`config.mk`:
```
export PLATFORM = sky130hd
export DESIGN_NAME = cond_unit_banked
export DESIGN_NICKNAME = d
export VERILOG_FILES = /design/src/rtl/cond_pkg.sv /design/src/rtl/cond_check.sv /design/src/rtl/cond_unit_banked.sv
export SDC_FILE = /design/constraint.sdc
export NUM_CORES = 1
export LEC_CHECK = 0
export BUFFER_PORTS_ARGS = -buffer_cell sky130_fd_sc_hd__buf_4
export CAP_MARGIN = 40
export CELL_PAD_IN_SITES_DETAIL_PLACEMENT = 1
export CELL_PAD_IN_SITES_GLOBAL_PLACEMENT = 1
export CORE_AREA = 2 2 70 72
export DETAILED_ROUTE_END_ITERATION = 8
export DIE_AREA = 0 0 72 74
export HOLD_SLACK_MARGIN = 0.02
export PLACE_DENSITY_LB_ADDON = 0.1
export SYNTH_ARGS = -nofsm -noshare
export SYNTH_HDL_FRONTEND = slang
export SYNTH_SLANG_ARGS = --single-unit
```
`constraint.sdc`:
```
create_clock -name clk -period 5.1 [get_ports clk]
set_clock_uncertainty 0.1 [all_clocks]
set_input_delay 1.275 -clock clk [delete_from_list [all_inputs] [get_ports clk]]
set_output_delay 1.275 -clock clk [all_outputs]
set_load 0.005 [all_outputs]
```
`src/rtl/cond_pkg.sv`:
```
// rtl/cond_pkg.sv - shared condition-code types for the banked condition unit
//
// Purpose: ARM condition field encoding, NZCV flag record and flag width,
//          shared by cond_check, cond_unit_banked and verification models.
// Ports:   none (package).
package cond_pkg;

  localparam int FLAG_W = 4;

  typedef enum logic [3:0] {
    EQ = 4'b0000,
    NE = 4'b0001,
    CS = 4'b0010,
    CC = 4'b0011,
    MI = 4'b0100,
    PL = 4'b0101,
    VS = 4'b0110,
    VC = 4'b0111,
    HI = 4'b1000,
    LS = 4'b1001,
    GE = 4'b1010,
    LT = 4'b1011,
    GT = 4'b1100,
    LE = 4'b1101,
    AL = 4'b1110,
    NV = 4'b1111
  } cond_e;

  typedef struct packed {
    logic n;
    logic z;
    logic c;
    logic v;
  } nzcv_t;

endpackage

```
`src/rtl/cond_check.sv`:
```
// rtl/cond_check.sv - combinational ARM condition evaluation against one NZCV set
//
// Purpose: decide whether an instruction with condition field cond executes
//          given flags; the reserved encoding is reported as illegal.
// Ports:
//   flags   in  nzcv_t  flag set to evaluate against
//   cond    in  cond_e  ARM condition field
//   ex      out 1       condition passed (always 0 for the reserved encoding)
//   illegal out 1       cond is the reserved encoding 4'b1111
module cond_check
  import cond_pkg::*;
(
  input  nzcv_t flags,
  input  cond_e cond,
  output logic  ex,
  output logic  illegal
);

  always_comb begin
    ex      = 1'b0;
    illegal = 1'b0;
    case (cond)
      EQ: ex = flags.z;
      NE: ex = ~flags.z;
      CS: ex = flags.c;
      CC: ex = ~flags.c;
      MI: ex = flags.n;
      PL: ex = ~flags.n;
      VS: ex = flags.v;
      VC: ex = ~flags.v;
      HI: ex = flags.c & ~flags.z;
      LS: ex = ~flags.c | flags.z;
      GE: ex = (flags.n == flags.v);
      LT: ex = (flags.n != flags.v);
      GT: ex = ~flags.z & (flags.n == flags.v);
      LE: ex = flags.z | (flags.n != flags.v);
      AL: ex = 1'b1;
      NV: illegal = 1'b1;
      default: illegal = 1'b1;
    endcase
  end

endmodule

```
`src/rtl/cond_unit_banked.sv`:
```
// rtl/cond_unit_banked.sv - pipelined condition unit with banked NZCV flags
//
// Purpose: evaluates the ARM condition field against the selected flag bank,
//          gates PC-source / register-write / memory-write requests, updates the
//          selected bank and registers the result with stall/flush control.
//          Keeps a saturating count of condition-failed (squashed) instructions.
// Ports:
//   clk, rst            clock (rising edge), asynchronous active-high reset
//   valid_in            instruction present on the inputs
//   stall, flush        hold everything / kill incoming and clear output stage
//   bank_sel            flag bank used for evaluation and update
//   pcs, reg_w, mem_w   decoded requests to be gated by the condition
//   flag_w              [1] write N,Z  [0] write C,V
//   cond, alu_flags     condition field and ALU {N,Z,C,V}
//   valid_out, pc_src, reg_write, mem_write, cond_ex, illegal   registered results
//   flags_out           combinational NZCV of the selected bank (0 if out of range)
//   squash_cnt          saturating squash counter
module cond_unit_banked
  import cond_pkg::*;
#(
  parameter  int NUM_BANKS = 2,
  parameter  int CNT_W     = 16,
  localparam int BANK_W    = (NUM_BANKS > 1) ? $clog2(NUM_BANKS) : 1
) (
  input  logic              clk,
  input  logic              rst,
  input  logic              valid_in,
  input  logic              stall,
  input  logic              flush,
  input  logic [BANK_W-1:0] bank_sel,
  input  logic              pcs,
  input  logic              reg_w,
  input  logic              mem_w,
  input  logic [1:0]        flag_w,
  input  logic [3:0]        cond,
  input  logic [3:0]        alu_flags,
  output logic              valid_out,
  output logic              pc_src,
  output logic              reg_write,
  output logic              mem_write,
  output logic              cond_ex,
  output logic              illegal,
  output logic [3:0]        flags_out,
  output logic [CNT_W-1:0]  squash_cnt
);

  nzcv_t            bank_q [NUM_BANKS];
  nzcv_t            cur_flags;
  logic             bank_ok;
  logic             chk_ex;
  logic             chk_ill;
  logic             ex;
  logic             ill;
  logic             accept;
  logic [CNT_W-1:0] squash_q;

  assign bank_ok = (int'(bank_sel) < NUM_BANKS);

  // Explicit select loop so an out-of-range bank_sel reads as all-zero flags
  // instead of indexing past the array.
  always_comb begin
    cur_flags = '0;
    for (int i = 0; i < NUM_BANKS; i++) begin
      if (BANK_W'(i) == bank_sel) cur_flags = bank_q[i];
    end
  end

  assign flags_out = cur_flags;

  cond_check u_check (
    .flags   (cur_flags),
    .cond    (cond_e'(cond)),
    .ex      (chk_ex),
    .illegal (chk_ill)
  );

  assign ex     = chk_ex & bank_ok;
  assign ill    = chk_ill | ~bank_ok;
  assign accept = valid_in & ~stall & ~flush;

  // Output stage: flush beats stall; an idle cycle clears the stage.
  always_ff @(posedge clk or posedge rst) begin
    if (rst) begin
      valid_out <= 1'b0;
      pc_src    <= 1'b0;
      reg_write <= 1'b0;
      mem_write <= 1'b0;
      cond_ex   <= 1'b0;
      illegal   <= 1'b0;
    end else if (flush) begin
      valid_out <= 1'b0;
      pc_src    <= 1'b0;
      reg_write <= 1'b0;
      mem_write <= 1'b0;
      cond_ex   <= 1'b0;
      illegal   <= 1'b0;
    end else if (!stall) begin
      valid_out <= valid_in;
      pc_src    <= valid_in & pcs & ex;
      reg_write <= valid_in & reg_w & ex;
      mem_write <= valid_in & mem_w & ex;
      cond_ex   <= valid_in & ex;
      illegal   <= valid_in & ill;
    end
  end

  // Flag banks: only the selected bank is written, per half, and only when the
  // instruction is accepted and its condition passed (ex is 0 for illegal).
  always_ff @(posedge clk or posedge rst) begin
    if (rst) begin
      for (int i = 0; i < NUM_BANKS; i++) bank_q[i] <= '0;
    end else begin
      for (int i = 0; i < NUM_BANKS; i++) begin
        if (accept && ex && (BANK_W'(i) == bank_sel)) begin
          if (flag_w[1]) begin
            bank_q[i].n <= alu_flags[3];
            bank_q[i].z <= alu_flags[2];
          end
          if (flag_w[0]) begin
            bank_q[i].c <= alu_flags[1];
            bank_q[i].v <= alu_flags[0];
          end
        end
      end
    end
  end

  always_ff @(posedge clk or posedge rst) begin
    if (rst) begin
      squash_q <= '0;
    end else if (accept && !ex && !ill && (squash_q != {CNT_W{1'b1}})) begin
      squash_q <= squash_q + 1'b1;
    end
  end

  assign squash_cnt = squash_q;

endmodule

```
==> results.md <==
* Syn Area/Cell at between 10 and 15 um^2
* Final WL at approximately 4400 um
* Synth warn at 0
* Post-synth EDFFs at 0
* Crit path buffers/inverters at 3
* Via count at 1411
* CTS root buffer: clkbuf_8
* Startpoint Class: input port
* Die Ht at about 74 um
* Switch share at 0.312
* Number of detailed-route iterations in the first pass at 4
* Avg Vias per Cell at ~5.5
* Die width at between 70 and 80 um
* Critical path, cell by cell: buf_4 -> mux2i_2 -> inv_1 -> buf_4
* Clock slew at reported path FFs at 0.07 ns
* Pint at between 0.0004 and 0.0005 W
* GP Congestion at between 0.7 and 0.8
* Antenna violations before repair at 0
* Status: finished clean
* Diodes inserted at 0
* Aggregate global routing overflow at 0
* Worst IR Drop VDD at between 0.15 and 0.2 mV
* PD cells at around 310 mW/mm^2
* Min-Delay Path Class: flip-flop to flip-flop
* Synth area leader: dfrtp_1
* Vias in the first global route at approximately 1500
* Longest Clk Path Bufs at 2
* Buffers on Ports at 44
* Seq pwr share at 0.438
* CTS tree: done
* Area Overhead vs Synth at 26.7%
* Seq. cell area at 751 um^2
* IO Count at 45
* Total GRT Usage at 0.186
* Crit-path most repeated cell: buf_4
* Worst Path Required at 3.72 ns
* Flops & latches, synth at 30
* Starting DRT DRC Count at 80
* CP max stage cell: mux2i_2
* Switching pwr at ~0.00022 W
* CP arrival at roughly 2 ns
* Multi-input gate area at ~960 um^2
* Comb power frac at 0.279
* Largest net degree at the start of global routing at 20
* Asr flop ratio synth at 1.00
* Die area at between 0.005 and 0.006 mm^2
* Hold slack final at around 0.39 ns
* Rows at 25
* Final Slew Violations at 0
* H-tree Lvls at 2
* Max Freq at between 200 and 300 MHz
* Number of remaining DRC errors at 0
* Top FF cell, synth: dfrtp_1
* CP max FO at 9
* Placement Setup Slack at 1.52 ns
* Final TNS setup at 0 ns
* Final Hold Vio Count at 0
* Cells after synthesis at 158
* Clock sink total at 30
* ANT nets after route at 0
* Final Net Count at between 200 and 250
* Routing usage on met3 at 0.0488
* Min Tclk post-route at 3.44 ns
* Crit Path Category: input port to output port
* Leak pwr at around 1.1 nW
* Clk network pwr share at 0.283
* CTS Hold Bufs at 0
* Met1 usage at 0.211
* Worst-margin pin slew at 0.631 ns
* Initial Util at 0.389
* CTS resizes at 0
* Yosys top cell area share at 0.420
* Total core area at between 0.004 and 0.005 mm^2
* Synth unique cells at between 40 and 50
* Setup Viol. Count Final at 0
* Post-DP HPWL at approximately 3400 um
* Max incr delay on CP at roughly 0.38 ns
* Max_cap viols at 0
* RSZ-0062 raised after global routing: false
* Met2 global-route usage at 0.342
* Setup crit end kind: output port
* Setup bufs post-CTS at 0
* Post-Syn Area at approximately 0.0018 mm^2
* Filler cells at just over 500
* Synth area leaders: dfrtp_1, xor2_1, mux2_1, nor4_2, o2111ai_2
* Fraction of layout instances using a drive strength above 1 at 0.363
* Drt wl/cell at around 17 um
* Sequential share of the synthesized area at 0.420
* Synth Net Count at 178
* Clk_lat worst skew at ~0.28 ns
* Final worst setup slack at between 1.5 and 2 ns
* Critical path's top delay family: buffers and inverters
* Worst rel slew slack at 0.578
* First-pass GRT wire length at ~7500 um
* Clock buffer count from CTS at 5
* Final Util at 0.493
* Period Utilization, post-route at 0.674
* Gr busiest metal: met2
==> placed cells by master, fill, tap and decap left out, types with 4 or more instances in the layout <==
cell / n
dfrtp_1: 30
inv_1: 5
nand3_1: 8
nand2_1: 12
nor4_2: 7
nor3_1: 5
clkbuf_8: 6
xor2_1: 16
buf_4: 45
nor2_1: 5
mux2_1: 9
nand4_1: 5
o2111ai_2: 4
mux2i_1: 4
==> logic make-up after synthesis <==
logic type / Yosys count / synth area share
and+or+nand+nor: 60 / 0.227
DFF: 30 / 0.420
xor gates and xnor gates: 19 / 0.0931
AOI/OAI and AO/OA: 17 / 0.0917
muxes: 17 / 0.116
buffers and inverters: 14 / 0.0448
adders and majority gates: 1 / 0.00700
==> layer usage <==
layer | vias to the layer above | wire, um
met5 | - | 0
met4 | 0 | 44
met3 | 5 | 169
met2 | 29 | 2390
met1 | 705 | 1820
li1 | 672 | -
==> cell type report <==
class / instances / share of cell area
tap: 54 / 0.0298
clock buffer: 7 / 0.0381
sequential: 30 / 0.331
clock inverter: 1 / 0.00221
multi-input combinational: 114 / 0.422
timing repair buffer: 47 / 0.168
inverter: 5 / 0.00828
==> cells in the mapped netlist, types with 2 or more instances <==
cell / instances
dfrtp_1: 30
xor2_1: 16
nand2_1: 12
mux2_1: 9
nand3_1: 8
nor4_2: 7
inv_1: 5
nand4_1: 5
nor2_1: 5
nor3_1: 5
mux2i_1: 4
o2111ai_2: 4
a32o_1: 3
buf_6: 3
nand2b_1: 3
nor3b_1: 3
nor4b_2: 3
xnor2_1: 3
a21oi_1: 2
and4_1: 2
buf_1: 2
clkbuf_1: 2
mux2_4: 2
o21a_1: 2
==> state kept, by name, summed over array words and instances (netlist names) <==
| name | cells |
|---|---|
| pc_src | 1 |
| mem_write | 1 |
| illegal | 1 |
| cond_ex | 1 |
| reg_write | 1 |
| squash_cnt | 16 |
| valid_out | 1 |
| bank_q | 8 |
==> worst paths after layout <==
path / depth (start not counted) / end / start / slack [ns]
setup / recovery: 4 / flags_out[3] / bank_sel / 1.66
hold / removal: 1 / squash_cnt[15]$_DFFE_PP0P_ / squash_cnt[15]$_DFFE_PP0P_ / 0.39
setup reg to reg: 6 / squash_cnt[13]$_DFFE_PP0P_ / bank_q[4]$_DFFE_PP0P_ / 2.63
hold reg to reg: 1 / squash_cnt[15]$_DFFE_PP0P_ / squash_cnt[15]$_DFFE_PP0P_ / 0.39
max in group asynchronous: 3 / squash_cnt[7]$_DFFE_PP0P_ / rst / 3.43
min in group asynchronous: 2 / squash_cnt[3]$_DFFE_PP0P_ / rst / 0.96
==> through the flow <==
| step | instance area [um^2] | total power [W] | std cells |
|---|---|---|---|
| 3_3_place_gp | 2130 | 0.000500 | 248 |
| 6_report | 2270 | 0.000708 | 258 |
| 3_5_place_dp | 2170 | 0.000516 | 250 |
| 5_1_grt | 2270 | 0.000754 | 258 |
| 4_1_cts | 2270 | 0.000720 | 258 |
| 2_1_floorplan | 1790 | 0.000425 | 158 |
==> power by group through the flow <==
stage | registers, W | logic [W] | clock network [W]
6_report | 0.000310 | 0.000198 | 0.000200
5_1_grt | 0.000316 | 0.000220 | 0.000219
4_1_cts | 0.000311 | 0.000202 | 0.000208
3_5_place_dp | 0.000315 | 0.000201 | 0
3_3_place_gp | 0.000314 | 0.000187 | 0
2_1_floorplan | 0.000305 | 0.000120 | 0
No activity file was read; power rests on OpenSTA's default activity.
